## src/rtl/y86_pkg.sv

```systemverilog
// Shared Y86 decode constants: instruction codes, status codes and register IDs.
package y86_pkg;

  localparam logic [3:0] I_HALT   = 4'h0;
  localparam logic [3:0] I_NOP    = 4'h1;
  localparam logic [3:0] I_CMOVXX = 4'h2;
  localparam logic [3:0] I_IRMOVL = 4'h3;
  localparam logic [3:0] I_RMMOVL = 4'h4;
  localparam logic [3:0] I_MRMOVL = 4'h5;
  localparam logic [3:0] I_OPL    = 4'h6;
  localparam logic [3:0] I_JXX    = 4'h7;
  localparam logic [3:0] I_CALL   = 4'h8;
  localparam logic [3:0] I_RET    = 4'h9;
  localparam logic [3:0] I_PUSHL  = 4'hA;
  localparam logic [3:0] I_POPL   = 4'hB;

  localparam logic [1:0] STAT_AOK = 2'b00;
  localparam logic [1:0] STAT_HLT = 2'b01;
  localparam logic [1:0] STAT_INS = 2'b10;

  localparam logic [3:0] RNONE        = 4'hF;
  localparam logic [3:0] RESP_DEFAULT = 4'h4;

  typedef enum logic {
    S_RUN     = 1'b0,
    S_HALTED  = 1'b1
  } state_e;

endpackage

```

## src/rtl/id_fields.sv

```systemverilog
// Combinational Y86 field extraction: format, length, validity, valC/valP and destinations.
module id_fields
  import y86_pkg::*;
#(
  parameter int         WORD_W  = 32,
  parameter int         INST_W  = 16 + WORD_W,
  parameter logic [3:0] RESP_ID = RESP_DEFAULT
) (
  input  logic [WORD_W-1:0] pc_i,
  input  logic [INST_W-1:0] inst_i,
  output logic [3:0]        icode_o,
  output logic [3:0]        ifun_o,
  output logic [3:0]        rA_o,
  output logic [3:0]        rB_o,
  output logic [3:0]        dstE_o,
  output logic [3:0]        dstM_o,
  output logic [WORD_W-1:0] valC_o,
  output logic [WORD_W-1:0] valP_o,
  output logic              need_regids_o,
  output logic              need_valC_o,
  output logic [1:0]        stat_o
);

  logic [3:0] icode, ifun, ra, rb;
  logic       valid, need_regids, need_valc;

  always_comb begin
    icode       = inst_i[7:4];
    ifun        = inst_i[3:0];
    need_regids = 1'b0;
    need_valc   = 1'b0;
    valid       = (ifun == 4'h0);
    case (icode)
      I_HALT, I_NOP, I_RET: begin end
      I_CMOVXX: begin need_regids = 1'b1; valid = (ifun <= 4'd6); end
      I_OPL:    begin need_regids = 1'b1; valid = (ifun <= 4'd3); end
      I_PUSHL, I_POPL: need_regids = 1'b1;
      I_IRMOVL, I_RMMOVL, I_MRMOVL: begin need_regids = 1'b1; need_valc = 1'b1; end
      I_JXX:    begin need_valc = 1'b1; valid = (ifun <= 4'd6); end
      I_CALL:   need_valc = 1'b1;
      default:  valid = 1'b0;
    endcase

    ra = need_regids ? inst_i[15:12] : RNONE;
    rb = need_regids ? inst_i[11:8]  : RNONE;

    // Invalid encodings leave a NOP bubble that still carries the INS status.
    icode_o       = I_NOP;
    ifun_o        = 4'h0;
    rA_o          = RNONE;
    rB_o          = RNONE;
    dstE_o        = RNONE;
    dstM_o        = RNONE;
    valC_o        = '0;
    valP_o        = '0;
    need_regids_o = 1'b0;
    need_valC_o   = 1'b0;
    stat_o        = STAT_INS;
    if (valid) begin
      icode_o       = icode;
      ifun_o        = ifun;
      rA_o          = ra;
      rB_o          = rb;
      need_regids_o = need_regids;
      need_valC_o   = need_valc;
      stat_o        = (icode == I_HALT) ? STAT_HLT : STAT_AOK;
      if (need_valc) valC_o = need_regids ? inst_i[16 +: WORD_W] : inst_i[8 +: WORD_W];
      valP_o = pc_i + WORD_W'(1) + WORD_W'(need_regids)
             + (need_valc ? WORD_W'(WORD_W / 8) : '0);
      case (icode)
        I_CMOVXX, I_IRMOVL, I_OPL:       dstE_o = rb;
        I_PUSHL, I_POPL, I_CALL, I_RET:  dstE_o = RESP_ID;
        default:                         dstE_o = RNONE;
      endcase
      if (icode == I_MRMOVL || icode == I_POPL) dstM_o = ra;
    end
  end

endmodule

```

## src/rtl/id_pipe.sv

```systemverilog
// Decode stage register: valid/ready pipeline slot with stall/flush and a sticky halt FSM.
// Handshake: a beat moves when valid and ready are both 1 on a rising edge; valid never waits on ready.
module id_pipe
  import y86_pkg::*;
#(
  parameter int         WORD_W  = 32,
  parameter int         INST_W  = 16 + WORD_W,
  parameter logic [3:0] RESP_ID = RESP_DEFAULT
) (
  input  logic              clk,
  input  logic              rst,
  input  logic [WORD_W-1:0] pc_i,
  input  logic [INST_W-1:0] inst_i,
  input  logic              in_valid,
  output logic              in_ready,
  output logic              out_valid,
  input  logic              out_ready,
  input  logic              stall,
  input  logic              flush,
  output logic [3:0]        icode_o,
  output logic [3:0]        ifun_o,
  output logic [3:0]        rA_o,
  output logic [3:0]        rB_o,
  output logic [3:0]        dstE_o,
  output logic [3:0]        dstM_o,
  output logic [WORD_W-1:0] valC_o,
  output logic [WORD_W-1:0] valP_o,
  output logic              need_regids_o,
  output logic              need_valC_o,
  output logic [1:0]        stat_o,
  output logic              halted_o
);

  localparam int OUT_W = 24 + 2 * WORD_W + 4;
  localparam logic [OUT_W-1:0] BUBBLE =
    {I_NOP, 4'h0, RNONE, RNONE, RNONE, RNONE, {(2 * WORD_W){1'b0}}, 2'b00, STAT_AOK};

  logic [3:0]        d_icode, d_ifun, d_ra, d_rb, d_dste, d_dstm;
  logic [WORD_W-1:0] d_valc, d_valp;
  logic              d_nr, d_nc;
  logic [1:0]        d_stat;
  logic [OUT_W-1:0]  dec, out_q, out_d;
  logic              valid_q, valid_d, xfer;
  state_e            state_q, state_d;

  id_fields #(.WORD_W(WORD_W), .INST_W(INST_W), .RESP_ID(RESP_ID)) u_fields (
    .pc_i          (pc_i),
    .inst_i        (inst_i),
    .icode_o       (d_icode),
    .ifun_o        (d_ifun),
    .rA_o          (d_ra),
    .rB_o          (d_rb),
    .dstE_o        (d_dste),
    .dstM_o        (d_dstm),
    .valC_o        (d_valc),
    .valP_o        (d_valp),
    .need_regids_o (d_nr),
    .need_valC_o   (d_nc),
    .stat_o        (d_stat)
  );

  assign dec      = {d_icode, d_ifun, d_ra, d_rb, d_dste, d_dstm, d_valc, d_valp, d_nr, d_nc, d_stat};
  assign in_ready = (state_q == S_RUN) && !stall && !flush && (!valid_q || out_ready);
  assign xfer     = in_valid && in_ready;

  always_comb begin
    out_d   = out_q;
    valid_d = valid_q;
    state_d = state_q;
    if (flush) begin
      valid_d = 1'b0;
      out_d   = BUBBLE;
    end else if (!stall) begin
      if (xfer) begin
        valid_d = 1'b1;
        out_d   = dec;
      end else if (valid_q && out_ready) begin
        valid_d = 1'b0;
        out_d   = BUBBLE;
      end
    end
    // Once HLT or INS is accepted nothing else may enter until reset.
    if (xfer && d_stat != STAT_AOK) state_d = S_HALTED;
  end

  always_ff @(posedge clk or negedge rst) begin
    if (!rst) begin
      state_q <= S_RUN;
      valid_q <= 1'b0;
      out_q   <= BUBBLE;
    end else begin
      state_q <= state_d;
      valid_q <= valid_d;
      out_q   <= out_d;
    end
  end

  assign {icode_o, ifun_o, rA_o, rB_o, dstE_o, dstM_o, valC_o, valP_o,
          need_regids_o, need_valC_o, stat_o} = out_q;
  assign out_valid = valid_q;
  assign halted_o  = (state_q == S_HALTED);

endmodule
```

## config.mk

```make
export PLATFORM = sky130hd
export DESIGN_NAME = id_pipe
export DESIGN_NICKNAME = d
export VERILOG_FILES = /design/src/rtl/y86_pkg.sv /design/src/rtl/id_fields.sv /design/src/rtl/id_pipe.sv
export SDC_FILE = /design/constraint.sdc
export NUM_CORES = 1
export LEC_CHECK = 0
export BUFFER_PORTS_ARGS = -buffer_cell sky130_fd_sc_hd__buf_2
export CAP_MARGIN = 15
export CORE_ASPECT_RATIO = 1.75
export CORE_MARGIN = 4
export CORE_UTILIZATION = 34
export CTS_CLUSTER_SIZE = 10
export DETAILED_ROUTE_END_ITERATION = 6
export HOLD_SLACK_MARGIN = 0.05
export PLACE_DENSITY_LB_ADDON = 0.05
export SLEW_MARGIN = 25
export SYNTH_ARGS = -nofsm -noshare
export SYNTH_HDL_FRONTEND = slang
export SYNTH_SLANG_ARGS = --single-unit
```

## constraint.sdc

```tcl
create_clock -name clk -period 2.63 [get_ports clk]
set_clock_uncertainty 0.2 [all_clocks]
set_input_delay 0.526 -clock clk [delete_from_list [all_inputs] [get_ports clk]]
set_output_delay 0.526 -clock clk [all_outputs]
set_load 0.01 [all_outputs]
```

# Word level (Yosys, flattened, before mapping)
# Cells that the tools add are included.
# Widths: inputs -> output; s select.
# totals
output_inout_bits	95
elab_cells	73
in_bits	86
ff_bits	94
# op_classes
n_reduce_logical	22
n_bitwise	1
eq_ne	12
magnitude_cmp	2
add_sub_neg	3
mux	30
# ops
op	n
$mux 92	4
$mux 32	4
$mux 4	9
$add 32x1->32	1
$add 32x1->32 const B	1
$add 32x32->32	1
$eq 4x3->1 const B	4
$eq 4x4->1 const B	4
$mux 1	9
$reduce_or 9->1	1
$eq 4x2->1 const B	2
$logic_not 4->1	2
$pmux 4 s2	1
$reduce_or 7->1	1
$logic_and 1x1->1	6
$reduce_or 5->1	1
$eq 4x1->1 const B	1
$le 4x2->1 const B	1
$le 4x3->1 const B	1
$reduce_or 4->1	1
$logic_not 1->1	3
$mux 3	1
$pmux 1 s3	1
$reduce_bool 3->1	1
8 further kinds	9

# Logic depth before layout (Yosys ltp)
# Gate-level depths: netlist (run 1).
# depth
depth_word	9
mapped_depth	12
mapped_depth_nobuf	10

# By module
# From an unflattened synthesis (run 1), not the netlist that was laid out.
# hier_totals
cells_unflattened	536
area_unflattened_um2	5146.2
# by_module_without_submodules
module	instances	area_each_um2	seq_area_each_um2	cells_each
id_pipe	1	3398.3	2373.5	220
id_fields	1	1747.9	0.0	316

# Worst setup path after synthesis (run 1)
# No wires, ideal clock.
# synth_path
path_kind	input to register
from	input inst_i[6]
to	register out_q[24]
n_path_buf	2
stages	11
setup_time_ns	0.133
path_slack_ns	-0.367
t_required_ns	2.297
arrival_time_ns	2.663
path_cell_list	clkbuf_1 -> mux2i_2 -> buf_2 -> ha_1 -> inv_1 -> ha_1 -> a21o_1 -> and4_1 -> nand4_1 -> xor2_1 -> o21ai_0
# synth_via
elab_chain_cells	9
word_cells_on_any_way	26
cone_classes	2 x add/sub; 11 x eq/ne; 8 x mux; 5 x reduce/logical
# synth_rtl
item	line_no	rtl
start, declared	id_pipe.sv:13	input logic [INST_W-1:0] inst_i,
$eq 4x3->1, or another cell as far along	id_fields.sv:33	case (icode)
$reduce_or 7->1 (no line) or $reduce_or 5->1 (tied branches)	n/a	
$mux 1	id_fields.sv:33	
$add 32x1->32 or $mux 3 (tied branches)	id_fields.sv:68, id_fields.sv:69	
$add 32x32->32	id_fields.sv:69	+ (need_valc ? WORD_W'(WORD_W / 8) : '0);
$mux 32 *	id_fields.sv:59	if (valid) begin
$mux 92 *	id_pipe.sv:74	if (xfer) begin
$mux 92 *	id_pipe.sv:73	end else if (!stall) begin
$mux 92 *	id_pipe.sv:70	if (flush) begin
end signal, assigned	id_pipe.sv:94	out_q <= out_d;
end, declared	id_pipe.sv:42	logic [OUT_W-1:0] dec, out_q, out_d;
# Every way passes the cells marked *; elsewhere a longest branch is shown, timed or not. The select of a mux whose other input is x is not followed.
# A chain may end at the register's enable or synchronous reset.

# Final worst setup path (run 1)
# layout_path
from	input inst_i[7]
to	register out_q[29]
# The elaborated chain is that of the path after synthesis.

==> flow_metrics.py, run 1 <==
metrics = {
    "clocking": {
        "clock_sinks": 94,
        "cts_buffers": 9,
        "tritoncts": "built",
        "clk-insertion-delay-late_ns": 0.34,
        "clockRootBuffer": "clkbuf_16",
        "cts.clk_slew.worst_paths_ns": 0.08,
        "post_cts_buffers": 0,
        "clock_path_buffers": 2,
        "htree_levels": 3,
    },
    "placed_design": {
        "dp_hpwl_um": 11120,
        "numPortBuffers": 180,
        "place_congestion": 0.9101,
        "place_inst": 810,
    },
    "die": {
        "core_area_sq_um": 13080,
        "rows": 55,
        "die_x_um": 95.73,
        "initial_utilization_pct": 35.02,
        "dieArea_sq_um": 15460,
        "die_y_um": 161.5,
        "ios": 181,
    },
    "critical_path": {
        "worstSetupStartpointType": "input pin",
        "crit_arrival_ns": 2.42,
        "crit_type": "input pin to flip-flop",
        "crit_fanout": 5,
        "cp.required_ns": 2.65,
        "slowest_stage": "ha_1",
        "path_cells": "buf_2 -> nand2b_1 -> o21a_1 -> o22ai_2 -> ha_1 -> and3b_1 -> o2111ai_1 -> nor4_2 -> buf_4 -> xnor2_1 -> o21ai_0",
        "r2r_start": "halted_o",
        "regToRegSetupSlack_ns": 0.49,
        "startpoint": "inst_i[7]",
        "critPathMaxStageDelay_ns": 0.33,
        "end_kind": "flip-flop",
    },
    "pwr": {
        "p_per_area_nw_per_um2": 525.2,
        "leakagePower_nw": 3.095,
        "peakVddDrop_v": 0.0003071,
        "p_sw_mw": 0.8343,
        "clockPowerShare_pct": 42.2,
        "internal-power_mw": 2.439,
        "seqPwrFrac_pct": 44.9,
        "comb_power_share_pct": 12.9,
        "netSwitchingFraction_pct": 25.49,
    },
    "routing": {
        "final_antenna_net_count": 0,
        "route.detailed.drc": 0,
        "vias_per_cell": 5.040,
        "routed_wl_um": 14520,
        "vias": 4168,
        "drt_iter0_markers": 117,
        "wire_per_inst_um": 17.55,
        "drt-pass1-iter-count": 4,
    },
    "layout": {
        "area_growth_pct": 36.09,
        "instances_no_fill": 827,
        "final_cell_mix": "buf_2, nand2_1, dfrtp_1",
        "final_common_cell": "buf_2",
        "antenna_cells": 0,
        "layout-drive-gt1-share_pct": 38.41,
        "layout.nets": 741,
    },
    "synthesis": {
        "avgSynthCellArea_sq_um": 9.977,
        "synth.cell_area_sq_um": 4579,
        "synth_area_leaders": "dfrtp_1, dfstp_2, mux2i_1, nand2_1, o21ai_0",
        "synth_top_area_share_pct": 42.08,
        "yosysWarnings": 0,
        "yosys_register_bits": 94,
        "synth_enable_flop_cells": 0,
        "synth_top_flop_cell": "dfrtp_1",
        "yosysTopAreaCell": "dfrtp_1",
        "synthArstFlopShare_pct": 100.0,
        "syn_inst": 459,
        "synth_cell_types": 42,
        "syn-num-nets": 549,
        "yosysSeqAreaShare_pct": 51.83,
    },
    "worst_hold_path": {
        "hold_class": "input pin to flip-flop",
        "hp-start": "inst_i[1]",
    },
    "job": {
        "drv_cap": 0,
    },
    "timing": {
        "rsz0062_at_grt": "no",
        "slew_headroom_pct": 63.25,
        "min_period_ns": 2.402,
        "hold_viol": 0,
        "finalSetupViolCount": 0,
        "drv_slew": 0,
        "fmax_ghz": 0.4163,
        "finalCritPeriodShare_pct": 91.33,
        "hold-worst-slack_ns": 0.2458,
        "worstMarginPinSlew_ns": 0.5512,
        "fin_setup_tns_ns": 0,
    },
    "run_status": {
        "status": "complete, no violations",
    },
    "global_routing": {
        "grt_pass1_vias": 4294,
        "antenna_found_initial": 0,
        "grt_pass1_wl_um": 22770,
        "grt_max_degree": 77,
        "grt_overflow": 0,
        "grtUsageTotal_pct": 19.10,
    },
}
[per-layer routing]
layer,share of wire (%),wire [um],global-route usage [%],vias to the layer above
li1,-,-,-,2014
met1,37,5438,21.63,1997
met2,54,7882,34.27,138
met3,5.9,860,4.567,19
met4,2.3,334,6.347,0
met5,0,0,0,-
[final timing paths]
kind	endpoint	depth (start not counted)
max in group asynchronous	out_q[25]	3
worst max register to register	out_q[81]	7
worst min register to register	out_q[9]	2
worst max-delay path	out_q[29]	11
min in group asynchronous	out_q[49]	2
worst min-delay path	out_q[85]	2
[through the flow]
step	util (%)	instance area [sq um]	setup WS (ns)	total power [mW]
2_1_floorplan	-	4629	-0.01399	1.696
3_3_place_gp	45.08	5894	-0.1998	1.919
3_5_place_dp	45.08	5894	-0.2431	1.923
4_1_cts	47.57	6220	0.1227	3.324
5_1_grt	47.67	6232	0.04769	3.441
6_report	47.67	6232	0.2281	3.273
[cells in the mapped netlist (6+ instances only)]
library cell  number
clkbuf_1          21
buf_2              7
o22a_1            13
nor2_1             8
nand4_1            9
nor4_1             8
xor2_1            14
xnor2_1           16
o21ai_0           61
dfstp_2           17
a22o_1             7
nor3_1             6
nand2_1           84
nand3_1           12
dfrtp_1           77
and4_1             6
o21ai_1            9
mux2i_1           33
[registers in the layout, summed over array words and instances (netlist names)]
| register | count |
|---|---|
| halted_o | 1 |
| out_valid | 1 |
| out_q | 92 |
[worst max-delay path, delay by kind of cell]
kind	cells	cell delay [ns]
compound gates	4	0.45
xor+xnor	1	0.10
fa+ha+maj	1	0.33
buf+inv	2	0.33
simple gates	3	0.68
[cell type report]
type	instances	area (sq um)
inverter	2	7.507
tap	171	214.0
sequential	94	2374
clock inverter	5	61.31
clock buffer	11	254.0
timing repair buffer	210	1194
fill	1308	6843
multi-input combinational	334	2128
[kinds of logic (layout without fill, tap and decap cells)]
logic type	Yosys count	after routing	synth area share [%]
multiplexers	34	34	7.514
XOR/XNOR	30	30	5.738
flip-flops	94	94	51.83
adder cells (fa/ha/maj)	4	4	1.093
AND/OR/NAND/NOR	155	155	16.26
AO/OA/AOI/OAI	111	111	14.84
buffers and inverters	31	228	2.732
[timing repair]
action                     CTS  global route
gates resized for setup      0             2
setup endpoints to repair    0             2
hold endpoints to repair    16             0
hold buffers                 1             0
[power groups by stage]
| stage | sequential [mW] | clock, mW | combinational [mW] |
|---|---|---|---|
| global route | 1.47 | 1.50 | 0.466 |
| CTS | 1.47 | 1.43 | 0.429 |
| global placement | 1.50 | 0 | 0.423 |
| finish | 1.47 | 1.38 | 0.422 |
| detailed placement | 1.50 | 0 | 0.427 |
| floorplan | 1.50 | 0 | 0.196 |
(Power assumes the default switching activity.)
==> inputs of run 2 (changes only) <==
--- a/config.mk
+++ b/config.mk
@@ -9,7 +9,7 @@
 export CAP_MARGIN = 15
 export CORE_ASPECT_RATIO = 1.75
 export CORE_MARGIN = 4
-export CORE_UTILIZATION = 34
+export CORE_UTILIZATION = 45
 export CTS_CLUSTER_SIZE = 10
 export DETAILED_ROUTE_END_ITERATION = 6
 export HOLD_SLACK_MARGIN = 0.05
==> run 2 against run 1 <==
- utilization rose by 14 points
- flip-flop and latch count is the same
- first-iteration DRC count decreased by 2.6%
- setup slack got worse by 0.029 ns
- sequential power hardly changed
- global-route usage is 4.1 points higher
- wire length decreased by 5.8%
- combinational power barely moved
- cell area is 1.6% lower
- hold slack got worse by 0.0012 ns
- register-to-register slack got worse by 0.04 ns
- sequential share of layout area rose by 0.62 points
- critical path type unchanged
- largest cell class unchanged
==> flow_metrics.py, run 2 (same netlist as run 1, synthesis figures left out) <==
metrics = {
    "run_status": {
        "status": "complete, no violations",
    },
    "pwr": {
        "seqPwrFrac_pct": 44.6,
        "comb_power_share_pct": 12.9,
        "internal-power_mw": 2.475,
        "p_sw_mw": 0.8152,
        "leakagePower_nw": 3.075,
        "p_per_area_nw_per_um2": 536.5,
        "netSwitchingFraction_pct": 24.78,
        "peakVddDrop_v": 0.0003375,
        "clockPowerShare_pct": 42.4,
    },
    "routing": {
        "vias": 4244,
        "wire_per_inst_um": 17.58,
        "drt_iter0_markers": 114,
        "vias_per_cell": 5.455,
        "route.detailed.drc": 0,
        "drt-pass1-iter-count": 4,
        "routed_wl_um": 13670,
        "final_antenna_net_count": 0,
    },
    "job": {
        "drv_cap": 0,
    },
    "die": {
        "ios": 181,
        "rows": 48,
        "dieArea_sq_um": 11920,
        "initial_utilization_pct": 46.21,
        "die_x_um": 84.26,
        "die_y_um": 141.5,
        "core_area_sq_um": 9910,
    },
    "global_routing": {
        "grt_max_degree": 46,
        "grtUsageTotal_pct": 23.21,
        "antenna_found_initial": 0,
        "grt_pass1_vias": 4302,
        "grt_overflow": 0,
        "grt_pass1_wl_um": 21960,
    },
    "timing": {
        "slew_headroom_pct": 62.41,
        "fmax_ghz": 0.4114,
        "finalCritPeriodShare_pct": 92.42,
        "fin_setup_tns_ns": 0,
        "hold-worst-slack_ns": 0.2446,
        "drv_slew": 0,
        "finalSetupViolCount": 0,
        "rsz0062_at_grt": "no",
        "min_period_ns": 2.431,
        "hold_viol": 0,
        "worstMarginPinSlew_ns": 0.5587,
    },
    "layout": {
        "instances_no_fill": 778,
        "largest_register_ff_count": 92,
        "antenna_cells": 0,
        "layout-drive-gt1-share_pct": 37.83,
        "top_register": "out_q",
        "multiInputGateArea_sq_um": 2116,
        "final_cell_mix": "buf_2, nand2_1, dfrtp_1",
        "area_growth_pct": 33.91,
        "nFillCells": 913,
        "regArea_sq_um": 2374,
        "layout.nets": 738,
        "final_common_cell": "buf_2",
    },
    "critical_path": {
        "path_cells": "buf_2 -> nand2b_1 -> o21a_1 -> o22ai_2 -> ha_1 -> and3b_1 -> o211ai_1 -> nor4_1 -> xnor2_1 -> o21ai_0",
        "cp.required_ns": 2.64,
        "slowest_stage": "nor4_1",
        "critPathMaxStageDelay_ns": 0.39,
        "crit_fanout": 5,
        "crit_arrival_ns": 2.44,
        "end_kind": "flip-flop",
        "crit_type": "input pin to flip-flop",
        "worstSetupStartpointType": "input pin",
    },
    "clocking": {
        "clk-insertion-delay-late_ns": 0.33,
        "ctsResizeCount": 0,
        "clock_sinks": 94,
        "htree_levels": 3,
        "clock_path_buffers": 2,
        "cts.clk_slew.worst_paths_ns": 0.06,
        "cts_hold_buffers": 1,
        "cts_buffers": 9,
        "post_cts_buffers": 0,
        "tritoncts": "built",
        "clockRootBuffer": "clkbuf_16",
    },
    "worst_hold_path": {
        "hold_class": "input pin to flip-flop",
    },
    "placed_design": {
        "place_inst": 761,
        "place_congestion": 0.9248,
        "numPortBuffers": 180,
        "dp_hpwl_um": 10660,
    },
}
run 2: cell types whose count changed in the layout (fill, tap and decap cells not counted), sizes merged:
cell | before | now
inv | 5 | 4
clkinv | 1 | 3
buf | 209 | 206
bufinv | 1 | 2
clkbuf | 11 | 9
run 2: metrics by stage:
stage	power [mW]	setup slack (ns)	utilization, %	cell area (sq um)
after floorplan	1.696	-0.01399	-	4629
after global placement	1.915	-0.07267	58.55	5802
after global routing	3.413	0.05110	61.88	6132
after CTS	3.324	0.2138	61.88	6132
after detailed placement	1.921	-0.1651	58.55	5802
final	3.290	0.1992	61.88	6132
run 2: path summary, 6_finish.rpt:
| path | from | endpoint | slack (ns) | depth (start not counted) |
|---|---|---|---|---|
| setup / recovery | inst_i[7] | out_q[35] | 0.20 | 10 |
| hold / removal | inst_i[0] | out_q[84] | 0.24 | 2 |
| setup reg to reg | halted_o | out_q[78] | 0.45 | 6 |
| hold reg to reg | out_q[16] | out_q[16] | 0.27 | 2 |
| max in group asynchronous | rst | out_q[63] | 1.03 | 3 |
| min in group asynchronous | rst | out_q[50] | 0.53 | 2 |
run 2: layer usage:
layer	wire length [um]	GRT usage, %
met2	7185	41.01
met1	5020	26.07
met5	0	0
met3	833	4.300
met4	634	12.71
run 2: power by group through the flow:
| stage | clock network, mW | logic, mW | registers (mW) |
|---|---|---|---|
| detailed placement | 0 | 0.426 | 1.50 |
| floorplan | 0 | 0.196 | 1.50 |
| finish | 1.40 | 0.425 | 1.47 |
| global route | 1.48 | 0.467 | 1.47 |
| global placement | 0 | 0.420 | 1.49 |
| CTS | 1.43 | 0.429 | 1.47 |
run 2: worst max-delay path, delay by kind of cell:
kind / cells / cell delay (ns)
adders and majority gates: 1 / 0.34
AOI/OAI and AO/OA: 4 / 0.45
and+or+nand+nor: 3 / 0.80
xor gates and xnor gates: 1 / 0.16
buffers and inverters: 1 / 0.15
run 2: area by class of cell:
cell class                 count  area share, %
clock buffer                   9          3.673
clock inverter                 7          1.551
inverter                       2         0.1224
multi-input combinational    334          34.50
sequential                    94          38.71
tap                          125          2.551
timing repair buffer         207          18.89
